## src/rtl/alu_cmd_sequencer.sv

```systemverilog
// alu_cmd_sequencer
// Collects a three-byte command frame (operand A, operand B, opcode) over a
// valid/ready byte stream, evaluates it in a single ALU cycle and holds the
// result with its flags until the consumer takes it. A partially received
// frame is dropped, with a one-cycle o_timeout pulse, when the stream stalls
// too long between bytes.

module alu_cmd_sequencer #(
  parameter int NB_DATA     = 8,
  parameter int NB_OP       = 6,
  parameter int TIMEOUT_CYC = 1024
) (
  input  logic               i_clock,
  input  logic               i_reset,
  input  logic               i_valid,
  input  logic [NB_DATA-1:0] i_dato,
  output logic               o_ready,
  input  logic               i_result_ready,
  output logic [NB_DATA-1:0] o_result,
  output logic               o_valid,
  output logic               o_zero,
  output logic               o_carry,
  output logic               o_error,
  output logic               o_timeout
);

  // Frame / handshake states
  localparam logic [2:0] ST_WAIT_A  = 3'd0;
  localparam logic [2:0] ST_WAIT_B  = 3'd1;
  localparam logic [2:0] ST_WAIT_OP = 3'd2;
  localparam logic [2:0] ST_EXEC    = 3'd3;
  localparam logic [2:0] ST_HOLD    = 3'd4;

  // Supported opcodes (MIPS-style function codes)
  localparam logic [NB_OP-1:0] OP_ADD = NB_OP'(6'b100000);
  localparam logic [NB_OP-1:0] OP_SUB = NB_OP'(6'b100010);
  localparam logic [NB_OP-1:0] OP_AND = NB_OP'(6'b100100);
  localparam logic [NB_OP-1:0] OP_OR  = NB_OP'(6'b100101);
  localparam logic [NB_OP-1:0] OP_XOR = NB_OP'(6'b100110);
  localparam logic [NB_OP-1:0] OP_NOR = NB_OP'(6'b100111);
  localparam logic [NB_OP-1:0] OP_SRL = NB_OP'(6'b000010);
  localparam logic [NB_OP-1:0] OP_SRA = NB_OP'(6'b000011);

  // Shift amounts at or beyond the operand width saturate
  localparam logic [NB_DATA-1:0] SHIFT_LIM = NB_DATA'(NB_DATA);

  // Idle counter only needs to count up to TIMEOUT_CYC-1: the timeout fires
  // on the idle edge that would take it to TIMEOUT_CYC.
  localparam bit            TO_EN     = (TIMEOUT_CYC != 0);
  localparam int            CNT_W     = (TIMEOUT_CYC > 1) ? $clog2(TIMEOUT_CYC) : 1;
  localparam int            TO_LAST_I = (TIMEOUT_CYC > 0) ? (TIMEOUT_CYC - 1) : 0;
  localparam logic [CNT_W-1:0] TO_LAST  = CNT_W'(TO_LAST_I);
  localparam logic [CNT_W-1:0] CNT_ZERO = {CNT_W{1'b0}};
  localparam logic [CNT_W-1:0] CNT_ONE  = CNT_W'(1'b1);

  // ALU: returns {error, carry, result}
  function automatic logic [NB_DATA+1:0] alu_f(
    input logic [NB_DATA-1:0] a,
    input logic [NB_DATA-1:0] b,
    input logic [NB_OP-1:0]   op
  );
    logic [NB_DATA:0]   wide;
    logic [NB_DATA-1:0] res;
    logic               cry;
    logic               err;
    wide = {(NB_DATA+1){1'b0}};
    res  = {NB_DATA{1'b0}};
    cry  = 1'b0;
    err  = 1'b0;
    case (op)
      OP_ADD: begin
        wide = {1'b0, a} + {1'b0, b};
        res  = wide[NB_DATA-1:0];
        cry  = wide[NB_DATA];
      end
      OP_SUB: begin
        res = a - b;
        cry = (a < b);
      end
      OP_AND: res = a & b;
      OP_OR:  res = a | b;
      OP_XOR: res = a ^ b;
      OP_NOR: res = ~(a | b);
      OP_SRL: begin
        if (b >= SHIFT_LIM) begin
          res = {NB_DATA{1'b0}};
        end else begin
          res = a >> b;
        end
      end
      OP_SRA: begin
        if (b >= SHIFT_LIM) begin
          res = {NB_DATA{a[NB_DATA-1]}};
        end else begin
          res = $signed(a) >>> b;
        end
      end
      default: begin
        res = {NB_DATA{1'b0}};
        err = 1'b1;
      end
    endcase
    return {err, cry, res};
  endfunction

  logic [2:0]         state_r;
  logic [2:0]         state_nxt_s;
  logic [NB_DATA-1:0] a_r;
  logic [NB_DATA-1:0] b_r;
  logic [NB_OP-1:0]   op_r;
  logic [CNT_W-1:0]   idle_cnt_r;
  logic [CNT_W-1:0]   idle_cnt_nxt_s;
  logic               ready_r;
  logic               ready_nxt_s;
  logic [NB_DATA-1:0] result_r;
  logic               valid_r;
  logic               zero_r;
  logic               carry_r;
  logic               error_r;
  logic               timeout_r;

  logic               accept_s;
  logic               waiting_s;
  logic               timeout_hit_s;
  logic [NB_DATA+1:0] alu_out_s;
  logic [NB_DATA-1:0] alu_res_s;
  logic               alu_carry_s;
  logic               alu_err_s;
  logic               alu_zero_s;

  // Handshake qualification and idle-timeout detection
  always_comb begin
    accept_s      = i_valid & ready_r;
    waiting_s     = (state_r == ST_WAIT_B) || (state_r == ST_WAIT_OP);
    if (TO_EN && waiting_s && !accept_s && (idle_cnt_r == TO_LAST)) begin
      timeout_hit_s = 1'b1;
    end else begin
      timeout_hit_s = 1'b0;
    end
  end

  // Next-state logic; an accepted byte always beats the timeout
  always_comb begin
    state_nxt_s = state_r;
    case (state_r)
      ST_WAIT_A: begin
        if (accept_s) begin
          state_nxt_s = ST_WAIT_B;
        end else begin
          state_nxt_s = ST_WAIT_A;
        end
      end
      ST_WAIT_B: begin
        if (accept_s) begin
          state_nxt_s = ST_WAIT_OP;
        end else if (timeout_hit_s) begin
          state_nxt_s = ST_WAIT_A;
        end else begin
          state_nxt_s = ST_WAIT_B;
        end
      end
      ST_WAIT_OP: begin
        if (accept_s) begin
          state_nxt_s = ST_EXEC;
        end else if (timeout_hit_s) begin
          state_nxt_s = ST_WAIT_A;
        end else begin
          state_nxt_s = ST_WAIT_OP;
        end
      end
      ST_EXEC: state_nxt_s = ST_HOLD;
      ST_HOLD: begin
        if (i_result_ready) begin
          state_nxt_s = ST_WAIT_A;
        end else begin
          state_nxt_s = ST_HOLD;
        end
      end
      default: state_nxt_s = ST_WAIT_A;
    endcase
  end

  // Idle counter: cleared by any accepted byte or timeout, frozen outside the wait states
  always_comb begin
    idle_cnt_nxt_s = idle_cnt_r;
    if (accept_s || timeout_hit_s) begin
      idle_cnt_nxt_s = CNT_ZERO;
    end else if (!waiting_s) begin
      idle_cnt_nxt_s = CNT_ZERO;
    end else if (TO_EN) begin
      idle_cnt_nxt_s = idle_cnt_r + CNT_ONE;
    end else begin
      idle_cnt_nxt_s = idle_cnt_r;
    end
  end

  // o_ready is registered from the next state so it lines up with state_r
  always_comb begin
    case (state_nxt_s)
      ST_WAIT_A, ST_WAIT_B, ST_WAIT_OP: ready_nxt_s = 1'b1;
      default:                          ready_nxt_s = 1'b0;
    endcase
  end

  // ALU evaluation of the captured frame and flag extraction
  always_comb begin
    alu_out_s   = alu_f(a_r, b_r, op_r);
    alu_res_s   = alu_out_s[NB_DATA-1:0];
    alu_carry_s = alu_out_s[NB_DATA];
    alu_err_s   = alu_out_s[NB_DATA+1];
    alu_zero_s  = (alu_res_s == {NB_DATA{1'b0}});
  end

  // Control state: FSM, idle counter and ready flag
  always_ff @(posedge i_clock or negedge i_reset) begin
    if (!i_reset) begin
      state_r    <= ST_WAIT_A;
      idle_cnt_r <= CNT_ZERO;
      ready_r    <= 1'b0;
    end else begin
      state_r    <= state_nxt_s;
      idle_cnt_r <= idle_cnt_nxt_s;
      ready_r    <= ready_nxt_s;
    end
  end

  // Frame capture: byte role is given by the state accepting it
  always_ff @(posedge i_clock or negedge i_reset) begin
    if (!i_reset) begin
      a_r  <= {NB_DATA{1'b0}};
      b_r  <= {NB_DATA{1'b0}};
      op_r <= {NB_OP{1'b0}};
    end else if (accept_s) begin
      case (state_r)
        ST_WAIT_A:  a_r  <= i_dato;
        ST_WAIT_B:  b_r  <= i_dato;
        ST_WAIT_OP: op_r <= i_dato[NB_OP-1:0];
        default:    a_r  <= a_r;
      endcase
    end
  end

  // Result registers: loaded in EXEC, frozen through HOLD until the consumer takes them
  always_ff @(posedge i_clock or negedge i_reset) begin
    if (!i_reset) begin
      result_r  <= {NB_DATA{1'b0}};
      valid_r   <= 1'b0;
      zero_r    <= 1'b0;
      carry_r   <= 1'b0;
      error_r   <= 1'b0;
      timeout_r <= 1'b0;
    end else begin
      timeout_r <= timeout_hit_s;
      case (state_r)
        ST_EXEC: begin
          valid_r  <= 1'b1;
          result_r <= alu_res_s;
          zero_r   <= alu_zero_s;
          carry_r  <= alu_carry_s;
          error_r  <= alu_err_s;
        end
        ST_HOLD: begin
          if (i_result_ready) begin
            valid_r <= 1'b0;
          end
        end
        default: valid_r <= 1'b0;
      endcase
    end
  end

  assign o_ready   = ready_r;
  assign o_result  = result_r;
  assign o_valid   = valid_r;
  assign o_zero    = zero_r;
  assign o_carry   = carry_r;
  assign o_error   = error_r;
  assign o_timeout = timeout_r;

endmodule

```

## config.mk

```make
export PLATFORM = sky130hd
export DESIGN_NAME = alu_cmd_sequencer
export DESIGN_NICKNAME = d
export VERILOG_FILES = /design/src/rtl/alu_cmd_sequencer.sv
export SDC_FILE = /design/constraint.sdc
export NUM_CORES = 1
export LEC_CHECK = 0
export BUFFER_PORTS_ARGS = -buffer_cell sky130_fd_sc_hd__buf_2
export CAP_MARGIN = 20
export CORE_MARGIN = 8
export CORE_UTILIZATION = 55
export DETAILED_ROUTE_END_ITERATION = 8
export PLACE_DENSITY = 0.74
export SYNTH_ARGS = -nofsm -noshare
export SYNTH_HDL_FRONTEND = slang
export SYNTH_SLANG_ARGS = --single-unit
```

## constraint.sdc

```tcl
create_clock -name i_clock -period 3 [get_ports i_clock]
set_input_delay 0.6 -clock i_clock [delete_from_list [all_inputs] [get_ports i_clock]]
set_output_delay 0.6 -clock i_clock [all_outputs]
set_load 0.02 [all_outputs]
```

Word-level counts from Yosys, hierarchy flattened
Index checks and enable logic that the tools add are counted.
{ "totals": {"reg_bits": 49, "latch_bits": 0, "ramBits": 0, "romBits": 0, "inputBits": 12, "out_inout_bits": 14, "word_cells": 71, "mem_count": 0} }
{ "op_classes": {"add_sub_neg": 3, "multipliers": 0, "div": 0, "magnitude_cmp": 2, "n_eq_ne": 16, "shift": 2, "n_mux": 18, "bitwise": 5, "n_reduce_logical": 13} }
{ "ops": {"columns": ["op", "count"], "rows": [
  ["one-hot mux 8 bit (8 select lines)", 1],
  ["equality test 6 bit (second input constant)", 6],
  ["2-to-1 mux 10 bit", 2],
  ["2-to-1 mux 8 bit", 2],
  ["one-hot mux 3 bit (5 select lines)", 1],
  ["equality test 6 x 2 -> 1 bit (second input constant)", 2],
  ["adder 10 x 1 -> 10 bit (second input constant)", 1],
  ["equality test 10 bit (second input constant)", 1],
  ["adder 8 x 8 -> 9 bit", 1],
  ["equality test 3 x 2 -> 1 bit (second input constant)", 3],
  ["AND 8 bit", 1],
  ["greater-or-equal comparator 8 x 4 -> 1 bit (second input constant)", 1],
  ["zero test 8 bit", 1],
  ["< comparator 8 bit", 1],
  ["inverter 8 bit", 1],
  ["bitwise OR 8 bit", 1],
  ["OR reduction 8 bit", 1],
  [">> shifter 8 x 8 -> 8 bit", 1],
  [">>> shifter 8 x 8 -> 8 bit", 1],
  ["subtractor 8 bit", 1],
  ["XOR 8 bit", 1],
  ["equality test 3 x 1 -> 1 bit (second input constant)", 2],
  ["zero test 3 bit", 2],
  ["2-to-1 mux 1 bit", 6],
  ["11 further kinds", 18]
]} }

Depth between registers and ports, before layout
Gate-level depths: netlist of the first run.
{ "depth": {"word_depth": 11, "mapped_depth": 10, "depth_no_buf": 10} }

Least setup slack after synthesis of the first run
No wires, ideal clock.
{ "synth_timing": {"path_kind": "register to register", "from": "register b_r[1]", "to": "register zero_r, in the netlist o_zero", "setup_time_ns": 0.103, "t_arrival_ns": 2.470, "required_ns": 2.897, "path_slack_ns": 0.426, "stages_incl_launch_ff": 10, "n_path_buf": 0, "period_less_slack_ns": 2.574, "path_cell_list": "dfrtp_1 -> inv_2 -> fa_1 -> nor2_1 -> a21oi_1 -> xnor2_1 -> a221oi_2 -> o2111ai_1 -> or4_1 -> o41ai_2"} }
{ "synth_via": {"elab_chain_len": 4, "word_cells_on_any_way": 13, "cone_classes": "2 x add/sub; 1 x order compare; 2 x shift; 3 x mux; 4 x bitwise; 1 x reduce/logical"} }
{ "synth_rtl": {"columns": ["element", "line", "text"], "rows": [
  ["start, declared", "109", "logic [NB_DATA-1:0] b_r;"],
  ["start signal, assigned", "231", "b_r <= {NB_DATA{1'b0}};"],
  ["start signal, assigned", "236", "ST_WAIT_B: b_r <= i_dato;"],
  ["greater-or-equal comparator 8 x 4 -> 1 bit (tied with other cells)", "85, 92", null],
  ["2-to-1 mux 8 bit (tied with other cells)", "92", "if (b >= SHIFT_LIM) begin"],
  ["one-hot mux 8 bit (8 select lines) *", "70", "case (op)"],
  ["zero test 8 bit *", "211", "alu_zero_s = (alu_res_s == {NB_DATA{1'b0}});"],
  ["end signal, assigned", "258", "zero_r <= alu_zero_s;"],
  ["end, declared", "117", "logic zero_r;"]
]} }
Mark *: on every way between the ends. The rest lies on a longest branch, timed or not.
A chain may end at the register's enable or synchronous reset.

Worst setup path in the final report of the first run
{ "layout_timing": {"from": "register a_r[0]", "to": "register zero_r, in the netlist o_zero"} }
{ "layout_via": {"elab_chain_len": 4, "word_cells_on_any_way": 12, "cone_classes": "2 x add/sub; 2 x shift; 3 x mux; 4 x bitwise; 1 x reduce/logical"} }
{ "layout_rtl": {"columns": ["element", "line", "text"], "rows": [
  ["start, declared", "108", "logic [NB_DATA-1:0] a_r;"],
  ["start signal, assigned", "230", "a_r <= {NB_DATA{1'b0}};"],
  ["start signal, assigned", "235", "ST_WAIT_A: a_r <= i_dato;"],
  ["start signal, assigned", "238", "default: a_r <= a_r;"],
  ["parallel branches: the longest is 2 deep, another holds subtractor 8 bit", null, null],
  ["one-hot mux 8 bit (8 select lines) *", "70", null],
  ["zero test 8 bit *", "211", null]
]} }
Mark *: on every way between the ends.

==> flow_metrics.py, run 1 <==
metrics = {
    "run_status": {
        "status": "complete, no violations",
    },
    "synth": {
        "yosysSeqAreaShare_pct": 33.00,
        "synth.distinct_cells": 66,
        "avgSynthCellArea_um2": 9.108,
        "synth_area_um2": 3716,
        "ys_seq_elements": 49,
        "ys_warn_count": 0,
        "synth_cells": 408,
        "synthFlopType": "dfrtp_1",
        "yosys-top-cells-area": "dfrtp_1, ha_1, mux2_2, mux2i_1, nand2_1",
        "async_reset_ff_share_pct": 100.0,
        "yosysTopAreaCellShare_pct": 33.00,
        "syn_nets": 448,
        "synth_top_area_cell": "dfrtp_1",
        "synth_edf_count": 0,
    },
    "placement": {
        "hpwlAfterDp_um": 7143,
        "io_buffers": 25,
        "gpl.final_weighted_congestion": 0.9118,
        "placed_cell_area_um2": 3954,
    },
    "timing": {
        "skew_ps": 13.98,
        "fin_tns_setup_ps": 0,
        "post-route-min-period_ps": 2795,
        "relSlewSlack_pct": 35.12,
        "period_share_pct": 93.18,
        "hold_viol_final": 0,
        "finalHoldWorstSlack_ps": 152.0,
        "setup_viol": 0,
        "worst_pin_slew_ps": 971.1,
        "rsz0062_at_grt": "no",
        "slew_violations": 0,
        "fmaxAchievable_ghz": 0.3577,
    },
    "setup_path": {
        "arrival_ps": 3010,
        "cp-end-kind": "flop",
        "crit_path_top_delay_cell": "or4_1",
        "cpPeakStageDelay_ps": 560,
        "cp_data_required_time_ps": 3220,
        "start_kind": "flop",
        "worstSetupPathType": "reg -> reg",
        "path_cells": "ha_1 -> inv_1 -> fa_1 -> nor2_1 -> a21oi_2 -> xnor2_1 -> a221oi_2 -> o2111ai_1 -> or4_1 -> o41ai_2",
        "cp_max_fo": 4,
        "path_buf_inv": 1,
        "critical-path-top-delay-family": "compound AO/OA/AOI/OAI gates",
    },
    "layout": {
        "nets": 473,
        "fillers": 618,
        "final_area_um2": 4076,
        "antenna_cells": 0,
        "area_growth_syn_to_layout_pct": 9.697,
        "drive_gt1_share_pct": 20.28,
    },
    "floorplanning": {
        "coreArea_um2": 6681,
        "top_level_ports": 26,
        "fp-row-count": 30,
        "die_y_um": 98.20,
        "initial_core_util_pct": 55.62,
        "chipWidth_um": 98.20,
        "dieArea_um2": 9642,
    },
    "global_routing": {
        "grt.total_usage_pct": 20.17,
        "antenna_found_initial": 0,
        "grt_max_degree": 50,
        "grt_pass1_wl_um": 16010,
        "overflow": 0,
        "grt_pass1_vias": 3204,
    },
    "job": {
        "max_cap_viol_count": 0,
    },
    "routing": {
        "vias": 3160,
        "drcViolationCount": 0,
        "routed_wl_um": 9375,
        "wire_per_inst_um": 18.24,
        "drt_iter0_markers": 317,
        "ant_nets": 0,
        "viasPerCell": 6.148,
        "dr.pass1.iters": 5,
    },
    "pwr": {
        "ir_drop_v": 0.0006243,
        "p_int_mw": 2.368,
        "clock_power_share_pct": 8.6,
        "powerDensity_nw_per_um2": 1161,
        "leakage_nw": 1.865,
        "swShare_pct": 49.95,
        "switchingPower_mw": 2.363,
        "p_comb_share_pct": 65.3,
        "p_seq_share_pct": 26.1,
    },
    "cts": {
        "clkLatencyLatePin_ps": 310,
        "cts_root_buf": "clkbuf_8",
        "ctsHtreeMaxLevel": 2,
        "cts_tree": "built",
        "path_clk_slew_ps": 100,
        "numCtsBuffers": 5,
        "cts.sink_count": 49,
        "cts_buffer_depth": 2,
    },
    "worst_hold_path": {
        "min_path_type": "in -> async",
    },
}
logic make-up after synthesis:
| logic type | after synthesis | synth area share [%] |
|---|---|---|
| AND/OR/NAND/NOR | 135 | 19.16 |
| multiplexers | 37 | 11.62 |
| flip-flops | 49 | 33.00 |
| AO/OA/AOI/OAI | 97 | 17.74 |
| buffers and inverters | 46 | 4.882 |
| XOR/XNOR | 16 | 3.771 |
| adder cells (fa/ha/maj) | 28 | 9.832 |
state kept, by name, indices dropped and copies added (netlist names):
name	cells
idle_cnt_r	10
a_r	8
b_r	8
o_result	8
op_r	6
state_r	3
o_carry	1
o_error	1
o_ready	1
o_timeout	1
o_valid	1
o_zero	1
Yosys cell counts (4+ instances only):
cell type / count
nor3_1: 10
a211oi_1: 6
nand4_1: 5
o21ai_0: 24
nand3_1: 14
mux2_2: 18
clkbuf_1: 15
ha_1: 26
a21o_1: 6
mux2i_1: 15
dfrtp_1: 49
nor2_1: 28
nand3b_1: 5
xnor2_1: 6
inv_1: 20
a21oi_1: 20
o211ai_1: 4
buf_2: 4
inv_2: 4
a31oi_1: 4
nand2_1: 38
xor2_1: 10
nor2b_1: 7
o21a_1: 5
cell usage in the layout, fill, tap and decap left out, types with 4 or more instances in the layout:
cell type,n
nor3_1,10
clkbuf_8,5
nor2b_1,7
a211oi_1,6
nand3b_1,5
buf_4,14
nand4_1,5
mux2_2,18
a21oi_1,19
mux2i_1,15
a31oi_1,4
a21o_1,6
o211ai_1,4
nor2_1,28
dfrtp_1,49
ha_1,26
nand2_1,38
buf_2,25
xor2_1,10
nand3_1,14
xnor2_1,6
o21ai_0,24
inv_2,4
o21a_1,5
inv_1,20
final cells by class:
type	count	area, um2	area share, %
clock buffers	5	68.82	1.688
clock inverters	3	22.52	0.5525
inverters	24	90.09	2.210
multi-input cells	313	2318	56.88
flip-flops and latches	49	1226	30.08
well taps	80	100.1	2.455
repair buffers	40	250.2	6.139
what timing repair did:
action | CTS | global route
buffers inserted | 0 | 1
hold buffers | 0 | 0
gates resized for setup | 0 | 1
endpoints found under the hold margin | 0 | 0
endpoints found under the setup margin | 0 | 1
per-stage QoR:
| step | utilization (%) | worst slack (ps) | total power [mW] | instances |
|---|---|---|---|---|
| after floorplan | - | 426.2 | 3.444 | 408 |
| final | 61.01 | 204.5 | 4.731 | 514 |
| after global placement | 59.18 | 296.4 | 4.225 | 504 |
| after global routing | 61.01 | 17.65 | 5.112 | 514 |
| after detailed placement | 59.18 | 199.1 | 4.262 | 504 |
| after CTS | 60.54 | 182.5 | 4.675 | 512 |
worst paths after layout:
| check | startpoint | endpoint | slack (ps) | cells past startpoint |
|---|---|---|---|---|
| setup / recovery | a_r[0]$_DFFE_PN0P_ | o_zero$_DFFE_PN0P_ | 200 | 10 |
| hold / removal | i_reset | a_r[3]$_DFFE_PN0P_ | 150 | 1 |
| setup reg to reg | a_r[0]$_DFFE_PN0P_ | o_zero$_DFFE_PN0P_ | 200 | 10 |
| hold reg to reg | o_result[2]$_DFFE_PN0P_ | o_result[2]$_DFFE_PN0P_ | 500 | 1 |
| max in group asynchronous | i_reset | o_result[6]$_DFFE_PN0P_ | 2350 | 2 |
| min in group i_clock | o_result[2]$_DFFE_PN0P_ | o_result[2]$_DFFE_PN0P_ | 500 | 1 |
power by group through the flow:
| stage | Clock, mW | Combinational, mW | Sequential [mW] |
|---|---|---|---|
| after floorplan | 0 | 2.26 | 1.18 |
| after global placement | 0 | 3.00 | 1.23 |
| after detailed placement | 0 | 3.02 | 1.24 |
| after CTS | 0.413 | 3.03 | 1.23 |
| after global routing | 0.439 | 3.39 | 1.28 |
| final | 0.405 | 3.09 | 1.24 |
per-layer routing:
metal / share of wire (%) / up-vias / global-route usage, %
met5: 0 / - / 0
met4: 1.5 / 0 / 6.848
met3: 5.7 / 11 / 4.054
met2: 47 / 92 / 31.93
met1: 46 / 1546 / 26.74
li1: - / 1511 / -
Power figures use the tool's default switching activity.
==> run 2: changes to the inputs <==
==> constraint.sdc (replaced) <==
create_clock -name i_clock -period 3.6 [get_ports i_clock]
set_input_delay 0.72 -clock i_clock [delete_from_list [all_inputs] [get_ports i_clock]]
set_output_delay 0.72 -clock i_clock [all_outputs]
set_load 0.02 [all_outputs]
==> flow_metrics.py, run 2 (synthesis gave the netlist of run 1 again) <==
metrics = {
    "setup_path": {
        "cp_max_fo": 17,
        "critical-path-top-delay-family": "simple AND/OR/NAND/NOR gates",
        "crit_path_frequent_cell": "nor3_1",
        "path_cells": "inv_2 -> ha_1 -> nor3_1 -> nor3_1 -> xnor2_1 -> nand3_1 -> nand4_1 -> or4_1 -> o41ai_2",
        "cp-end-kind": "flop",
        "worstSetupPathType": "reg -> reg",
        "crit_path_top_delay_cell": "dfrtp_1",
        "arrival_ps": 3150,
        "path_buf_inv": 1,
        "cp_data_required_time_ps": 3810,
        "cpPeakStageDelay_ps": 730,
        "start_kind": "flop",
    },
    "layout": {
        "final_cell_mix": "dfrtp_1, nand2_1, nor2_1, ha_1, buf_2",
        "nets": 465,
        "drive_gt1_share_pct": 18.54,
        "antenna_cells": 0,
        "final_area_um2": 4000,
        "regMostFlops": "idle_cnt_r",
        "largest_reg_flops": 10,
        "area_growth_syn_to_layout_pct": 7.643,
        "final_common_cell": "dfrtp_1",
    },
    "routing": {
        "wl_met3_um": 644,
        "vias": 3180,
        "wl_met2_um": 4355,
        "dr.max_layer_used": "met4",
        "wl_met1_um": 4223,
        "dr.pass1.iters": 5,
        "viasPerCell": 6.285,
        "routed_wl_um": 9369,
        "wire_per_inst_um": 18.52,
        "drcViolationCount": 0,
        "ant_nets": 0,
        "drt_iter0_markers": 306,
    },
    "timing": {
        "period_share_pct": 81.74,
        "post-route-min-period_ps": 2943,
        "fmaxAchievable_ghz": 0.3398,
        "setup_viol": 0,
        "rsz0062_at_grt": "no",
        "skew_ps": 8.527,
        "slew_violations": 0,
        "relSlewSlack_pct": 30.32,
        "hold_viol_final": 0,
        "worst_pin_slew_ps": 1043,
        "fin_tns_setup_ps": 0,
    },
    "global_routing": {
        "grt_pass1_vias": 3036,
        "grt.total_usage_pct": 19.73,
        "antenna_found_initial": 0,
        "grt_max_degree": 27,
        "grt_pass1_wl_um": 15550,
        "overflow": 0,
    },
    "floorplanning": {
        "fp-row-count": 30,
        "top_level_ports": 26,
        "chipWidth_um": 98.20,
        "coreArea_um2": 6681,
        "initial_core_util_pct": 55.62,
        "die_y_um": 98.20,
        "dieArea_um2": 9642,
    },
    "placement": {
        "hpwlAfterDp_um": 7199,
        "io_buffers": 25,
        "placed_cell_area_um2": 3909,
        "gpl.final_weighted_congestion": 0.9878,
    },
    "worst_hold_path": {
        "min_path_type": "in -> async",
    },
    "cts": {
        "cts_root_buf": "clkbuf_8",
        "numCtsBuffers": 5,
        "hold_buffers": 0,
        "cts_resized": 0,
        "clkLatencyLatePin_ps": 300,
        "cts_tree": "built",
        "path_clk_slew_ps": 100,
        "cts.sink_count": 49,
        "ctsHtreeMaxLevel": 2,
        "post-cts-setup-buffers": 0,
        "cts_buffer_depth": 2,
    },
    "pwr": {
        "leakage_nw": 1.821,
        "powerDensity_nw_per_um2": 970.6,
        "finalPower_mw": 3.882,
        "ir_drop_v": 0.0006147,
    },
    "run_status": {
        "status": "complete, no violations",
    },
    "job": {
        "max_cap_viol_count": 0,
    },
}
[run 2: cell count changes in the layout (fill, tap and decap cells not counted)]
cell	change
buf_4	-7
a21oi_1	+1
a21oi_2	-1
buf_12	-1
[run 2: worst reg2reg max path, stage by stage, from the launching register on]
cell and delay, ps:
dfrtp_1 730, inv_2 160, ha_1 400, nor3_1 340, nor3_1 110, xnor2_1 170
nand3_1 100, nand4_1 140, or4_1 440, o41ai_2 270
[run 2: metal layers]
metal / vias to the layer above / GRT usage (%)
met1: 1562 / 26.70
met2: 117 / 31.45
li1: 1490 / -
met5: - / 0
met3: 11 / 3.485
met4: 0 / 5.549
[run 2: path summary, 6_finish.rpt]
kind,to,startpoint,slack [ps],cells past startpoint
worst max-delay path,o_zero$_DFFE_PN0P_,b_r[2]$_DFFE_PN0P_,660,9
worst min-delay path,a_r[7]$_DFFE_PN0P_,i_reset,380,1
worst max register to register,o_zero$_DFFE_PN0P_,b_r[2]$_DFFE_PN0P_,660,9
worst min register to register,o_valid$_DFFE_PN0N_,o_valid$_DFFE_PN0N_,500,1
max in group asynchronous,state_r[2]$_DFF_PN0_,i_reset,2500,2
min in group i_clock,o_valid$_DFFE_PN0N_,o_valid$_DFFE_PN0N_,500,1
[run 2: layout make-up]
| type | count | area [um2] |
|---|---|---|
| clock buffers | 5 | 68.82 |
| clock inverters | 3 | 22.52 |
| fillers | 612 | 2681 |
| inverters | 24 | 90.09 |
| multi-input cells | 313 | 2315 |
| flip-flops and latches | 49 | 1226 |
| well taps | 80 | 100.1 |
| repair buffers | 32 | 177.7 |
[run 2: report_power, final]
part / leakage [nW] / total [mW] / switching (mW) / internal, mW
clock network: 0.0481 / 0.326 / 0.188 / 0.138
registers: 0.622 / 1.10 / 0.365 / 0.739
logic: 1.15 / 2.45 / 1.41 / 1.04
total: 1.82 / 3.88 / 1.96 / 1.92
[run 2: metrics by stage]
stage	instances	hold slack [ps]	utilization, %	worst slack (ps)
finish	506	378.3	59.87	657.4
global route	506	426.5	59.87	504.5
CTS	506	390.0	59.87	716.0
detailed placement	498	476.4	58.50	709.0
global placement	498	470.9	58.50	719.4
floorplan	408	424.4	-	1026
